===== config.mk =====
export PLATFORM = sky130hd
export DESIGN_NAME = ex_div_ctrl
export DESIGN_NICKNAME = d
export VERILOG_FILES = /design/src/rtl/ex_pkg.sv /design/src/rtl/div_step.sv /design/src/rtl/ex_div_ctrl.sv
export SDC_FILE = /design/constraint.sdc
export NUM_CORES = 1
export LEC_CHECK = 0
export CORE_UTILIZATION = 45
export CTS_CLUSTER_DIAMETER = 40
export DETAILED_ROUTE_END_ITERATION = 8
export DONT_BUFFER_PORTS = 1
export PLACE_DENSITY = 0.65
export SYNTH_ARGS = -nofsm -noshare
export SYNTH_HDL_FRONTEND = slang
export SYNTH_HIERARCHICAL = 1
export SYNTH_SLANG_ARGS = --single-unit

===== constraint.sdc =====
create_clock -name clk_i -period 5.7 [get_ports clk_i]
set_clock_uncertainty 0.1 [all_clocks]
set_input_delay 0.285 -clock clk_i [delete_from_list [all_inputs] [get_ports clk_i]]
set_output_delay 0.285 -clock clk_i [all_outputs]
set_load 0.02 [all_outputs]

===== src/rtl/ex_pkg.sv =====
// rtl/ex_pkg.sv - shared EX-stage types and constants for the divide controller
package ex_pkg;

    typedef enum logic [1:0] {
        DIV_IDLE,
        DIV_BYZERO,
        DIV_ON,
        DIV_END
    } div_state_e;

    localparam int DIV_WIDTH = 32;

endpackage


===== src/rtl/div_step.sv =====
// rtl/div_step.sv - one combinational radix-2 restoring divide iteration
module div_step #(
    parameter int WIDTH = 32
) (
    input  logic [WIDTH:0]   rem,
    input  logic [WIDTH-1:0] quo,
    input  logic [WIDTH-1:0] divisor,
    output logic [WIDTH:0]   rem_next,
    output logic [WIDTH-1:0] quo_next
);

    logic [WIDTH+1:0] shifted;

    always_comb begin
        // The dividend is shifted out of quo MSB-first while quotient bits enter at the LSB
        shifted = {rem, quo[WIDTH-1]};
        if (shifted >= {2'b00, divisor}) begin
            rem_next = shifted[WIDTH:0] - {1'b0, divisor};
            quo_next = {quo[WIDTH-2:0], 1'b1};
        end else begin
            rem_next = shifted[WIDTH:0];
            quo_next = {quo[WIDTH-2:0], 1'b0};
        end
    end

endmodule


===== src/rtl/ex_div_ctrl.sv =====
// rtl/ex_div_ctrl.sv - multi-cycle DIV/DIVU controller producing {remainder, quotient}
module ex_div_ctrl
    import ex_pkg::*;
#(
    parameter int WIDTH = DIV_WIDTH
) (
    input  logic                 clk_i,
    input  logic                 rst_i,
    input  logic                 start_i,
    input  logic                 signed_i,
    input  logic [WIDTH-1:0]     opdata1_i,
    input  logic [WIDTH-1:0]     opdata2_i,
    input  logic                 annul_i,
    output logic [2*WIDTH-1:0]   result_o,
    output logic                 ready_o,
    output logic                 stall_req_o
);

    localparam int CW = $clog2(WIDTH) + 1;

    div_state_e       state, state_next;
    logic [CW-1:0]    count;
    logic [WIDTH:0]   rem, rem_nx;
    logic [WIDTH-1:0] quo, quo_nx;
    logic [WIDTH-1:0] divisor;
    logic             neg_quo, neg_rem;
    logic [WIDTH-1:0] dividend_mag, divisor_mag;
    logic             last_step;

    div_step #(.WIDTH(WIDTH)) u_step (
        .rem      (rem),
        .quo      (quo),
        .divisor  (divisor),
        .rem_next (rem_nx),
        .quo_next (quo_nx)
    );

    // -2^(W-1) negates to itself, which is exactly its unsigned magnitude
    assign dividend_mag = (signed_i && opdata1_i[WIDTH-1]) ? -opdata1_i : opdata1_i;
    assign divisor_mag  = (signed_i && opdata2_i[WIDTH-1]) ? -opdata2_i : opdata2_i;
    assign last_step    = (count == CW'(WIDTH - 1));

    assign ready_o     = (state == DIV_END);
    assign stall_req_o = start_i & ~ready_o & ~annul_i;

    always_comb begin
        state_next = state;
        case (state)
            DIV_IDLE:   if (start_i) state_next = (opdata2_i == '0) ? DIV_BYZERO : DIV_ON;
            DIV_BYZERO: state_next = DIV_END;
            DIV_ON:     if (last_step) state_next = DIV_END;
            DIV_END:    if (!start_i) state_next = DIV_IDLE;
            default:    state_next = DIV_IDLE;
        endcase
        if (annul_i) state_next = DIV_IDLE;
    end

    always_ff @(posedge clk_i or negedge rst_i) begin
        if (!rst_i) begin
            state    <= DIV_IDLE;
            count    <= '0;
            rem      <= '0;
            quo      <= '0;
            divisor  <= '0;
            neg_quo  <= 1'b0;
            neg_rem  <= 1'b0;
            result_o <= '0;
        end else if (annul_i) begin
            state    <= DIV_IDLE;
            count    <= '0;
            result_o <= '0;
        end else begin
            state <= state_next;
            case (state)
                DIV_IDLE: if (start_i) begin
                    rem     <= '0;
                    quo     <= dividend_mag;
                    divisor <= divisor_mag;
                    neg_quo <= signed_i & (opdata1_i[WIDTH-1] ^ opdata2_i[WIDTH-1]);
                    neg_rem <= signed_i & opdata1_i[WIDTH-1];
                    count   <= '0;
                end
                DIV_BYZERO: result_o <= '0;
                DIV_ON: begin
                    rem   <= rem_nx;
                    quo   <= quo_nx;
                    count <= count + 1'b1;
                    if (last_step)
                        result_o <= {neg_rem ? -rem_nx[WIDTH-1:0] : rem_nx[WIDTH-1:0],
                                     neg_quo ? -quo_nx : quo_nx};
                end
                default: ;
            endcase
        end
    end

endmodule


==> key figures <==
Synthesis
  – XOR/XNOR Fraction of Synth Area: 0.0914
  – Largest family of logic cells by synthesized area: simple AND/OR/NAND/NOR gates
  – Post-synthesis compound-gate area fraction: 0.203
  – Mean Syn Cell Area: 8.34 µm²
  – Share of the synthesized area in the top cell type: 0.338
  – Adder-cell share of the synthesized area: 0.0421
  – Post-synth EDFFs: 0
  – Seq cells post-synth: 171
  – Sequential-to-total area share from yosys stat: 0.338
  – Synth Warn #: 6
  – Post-Syn Area: 12600 µm²
  – Mux cell area share after synthesis: 0.0268
  – Mapped Nets: 1628
  – Cell taking the most area after synthesis: dfrtp_1
  – Simple-Gate Fraction of Synth Area: 0.220
  – Post-synth cell types: 80
  – Post-Syn Instances: 1517
  – Main synth FF type: dfrtp_1
  – Largest cells by area after synthesis: dfrtp_1, nand2_1, o21ai_0
  – Asr flop ratio synth: 1.00

STA
  – Final min period: 5.19 ns
  – Unrepaired setup endpoints after global routing: no
  – WHS: -0.000730 ns
  – Setup Viol. Count Final: 0
  – FMAX: 193 MHz
  – Final hold violations: 1
  – Setup_tns: 0 ns
  – Worst-Margin Slew: 1.09 ns
  – Slew headroom: 0.275
  – Slew Limit Fails: 0
  – Fraction of the cycle the final worst path needs: 0.911

Routing
  – Initial DRC count: 749
  – Post-route ant nets: 0
  – Vias/cell: 5.73
  – Drt pass-1 iters: 5
  – Final wirelength: 33900 µm
  – DRC errors left: 0
  – Vias: 10600
  – Avg WL per Cell: 18.3 µm

GRT
  – Initial antenna violation count: 0
  – All-Layer GR Usage: 0.239
  – Number of global-route vias before repair: 9933
  – Grt total ovfl: 0
  – First-pass GRT wire length: 54500 µm
  – Pin count of the biggest net entering global routing: 172

Worst setup path
  – Reg2reg start: quo[31]
  – Critical Path RT: 5.89 ns
  – Crit Path Category: register to register
  – Reg-to-reg endpoint: result_o[62]
  – CP Cell Sequence: inv_1 -> ha_1 -> inv_1 -> fa_1 -> a211oi_2 -> nor4_2 -> a211oi_2 -> a21oi_4 -> a21oi_2 -> a21o_2 -> inv_2 -> mux2_1 -> or4_4 -> or4_1 -> o41ai_1 -> xor2_1 -> o21ai_1
  – Delay-heaviest family, CP: compound AO/OA/AOI/OAI gates
  – Stages on the worst setup path: 17
  – Setup crit start kind: register
  – WP buf/inv: 3
  – Crit-path slowest cell: or4_1
  – Worst endpoint data arrival time: 5.39 ns
  – CP max stage delay: 0.65 ns
  – CP Launch Point: quo[31]
  – CP endpoint kind: register
  – Crit path capture: result_o[62]
  – R2R setup slack: 0.51 ns
  – Worst reg2reg path depth: 17
  – Max FO, Critical Path: 35

Status
  – Run status: finished, violations left
  – Failing checks: negative hold slack

Cells and area
  – Ant. Diodes: 0
  – Final Core Density: 0.488
  – Final std cells w/o fill: 1851
  – Layout net count: 1571
  – Layout cells sized above 1: 0.0883
  – # fillers: 2674
  – Area delta synth->final: 6.85%
  – Design Area, Final: 13500 µm²

Clocking
  – CTS tree: built
  – Worst-path clk slew: 0.07 ns
  – # clock sinks: 171
  – Worst skew pair latency: 0.44 ns
  – Clk root buf: clkbuf_16
  – H-tree levels: 4
  – Max clock buf depth: 2
  – Num CTS Buffers: 17

Power and ir drop
  – Leakage: 0.00602 µW
  – Pwr/cell area: 396 nW/µm²
  – Peak supply drop: 0.224 mV

Run
  – Max-Cap Viols: 0

Die
  – Die Area: 28800 µm²
  – Num rows: 61
  – Num ports: 135
  – Starting Density: 0.457
  – Die Wd: 170 µm
  – Core ar.: 27700 µm²
  – Die Ht: 170 µm

Placed design
  – RePlAce Congestion: 0.930
  – DP Cell Count: 1779
  – DP Area: 12500 µm²
  – DPL Wire Length: 24400 µm
  – Buffers on Ports: 0

Hold path
  – Hold Crit Class: input pin to register
  – Hold path start: opdata2_i[19]
-- cells in the mapped netlist (all sizes together) (4+ instances only) --
cell / number
a211oi: 6
a21o: 19
a21oi: 93
a31oi: 19
a41oi: 5
and2: 7
and3: 13
buf: 65
clkbuf: 65
dfrtp: 171
ha: 41
inv: 63
mux2: 7
mux2i: 26
nand2: 236
nand2b: 4
nand3: 76
nand3b: 5
nand4: 19
nor2: 70
nor2b: 8
nor3: 38
nor3b: 13
nor4: 11
o21ai: 144
o21bai: 4
o31ai: 30
o41ai: 29
or2: 12
or3: 27
or4: 17
xnor2: 64
xor2: 68
-- cell usage in the layout (no fill, tap or decap), drive strengths merged, types with 5 or more instances in the layout --
cell type / instances
nand2: 236
dfrtp: 171
o21ai: 144
a21oi: 93
nand3: 76
inv: 71
nor2: 70
xor2: 68
xnor2: 64
ha: 41
dlygate4sd3: 39
nor3: 38
o31ai: 30
o41ai: 29
or3: 27
mux2i: 26
a31oi: 19
nand4: 19
a21o: 19
clkbuf: 17
or4: 17
buf: 15
nor3b: 13
and3: 13
or2: 12
nor4: 11
nor2b: 8
and2: 7
mux2: 7
a211oi: 6
a41oi: 5
nand3b: 5
-- worst register-to-register path, stage by stage, from the launching register on --
cell	delay [ns]
dfrtp_1	0.40
inv_1	0.06
ha_1	0.17
inv_1	0.06
fa_1	0.43
a211oi_2	0.31
nor4_2	0.09
a211oi_2	0.29
a21oi_4	0.12
a21oi_2	0.17
a21o_2	0.21
inv_2	0.25
mux2_1	0.48
or4_4	0.57
or4_1	0.65
o41ai_1	0.41
xor2_1	0.20
o21ai_1	0.07
-- routing by layer --
metal / up-vias / part of all wire / track usage
met2: 339 / 0.42 / 0.342
met5: - / 0 / 0
met3: 31 / 0.074 / 0.0518
met1: 5030 / 0.50 / 0.358
met4: 0 / 0.013 / 0.0611
li1: 5209 / - / -
-- repair_timing --
action | CTS | global route
endpoints found under the hold margin | 216 | 0
resized for setup | 0 | 0
hold buffers | 40 | 0
buffers inserted | 0 | 0
setup endpoints to repair | 0 | 0
-- through the flow --
stage          worst slack, ns  power (µW)
3_5_place_dp             0.553        4110
5_1_grt                  0.198        5740
2_1_floorplan             1.23        3710
6_report                 0.507        5350
3_3_place_gp             0.650        4080
4_1_cts                  0.527        5340
-- sequential cells by signal, indices dropped and copies added (netlist names) --
signal and count:
neg_rem 1, state 2, count 6, divisor 32, quo 32, rem 33, neg_quo 1, result_o 64
-- worst min path at each step --
stage          depth (start not counted)            to  slack, ns
6_report                               2   divisor[19]    -0.0007
5_1_grt                                2   divisor[15]       0.03
4_1_cts                                2   divisor[19]     0.0006
3_5_place_dp                           0  result_o[38]      -0.10
3_3_place_gp                           0  result_o[38]      -0.11
2_1_floorplan                          0      count[0]      -0.11
-- kinds of logic after synthesis --
logic type	Yosys count
multiplexers	33
buffers and inverters	193
AND/OR/NAND/NOR	565
AO/OA/AOI/OAI	381
XOR/XNOR	132
flip-flops	171
adder cells (fa/ha/maj)	42
-- power by group --
part | switching, µW | leakage, µW | internal (µW)
Combinational | 1500 | 0.00345 | 892
Clock | 550 | 0.000279 | 619
Sequential | 337 | 0.00229 | 1450
Total | 2390 | 0.00602 | 2960
-- cell type report --
cell class,instances,area [µm²],area share
Clock buffer,17,425,0.0315
Clock inverter,15,155,0.0115
Inverter,63,236,0.0175
Multi-Input combinational cell,1153,7420,0.549
Sequential cell,171,4280,0.317
Tap cell,378,473,0.0350
Timing Repair Buffer,54,523,0.0387
Note: power is estimated with default switching activity, not from simulation.
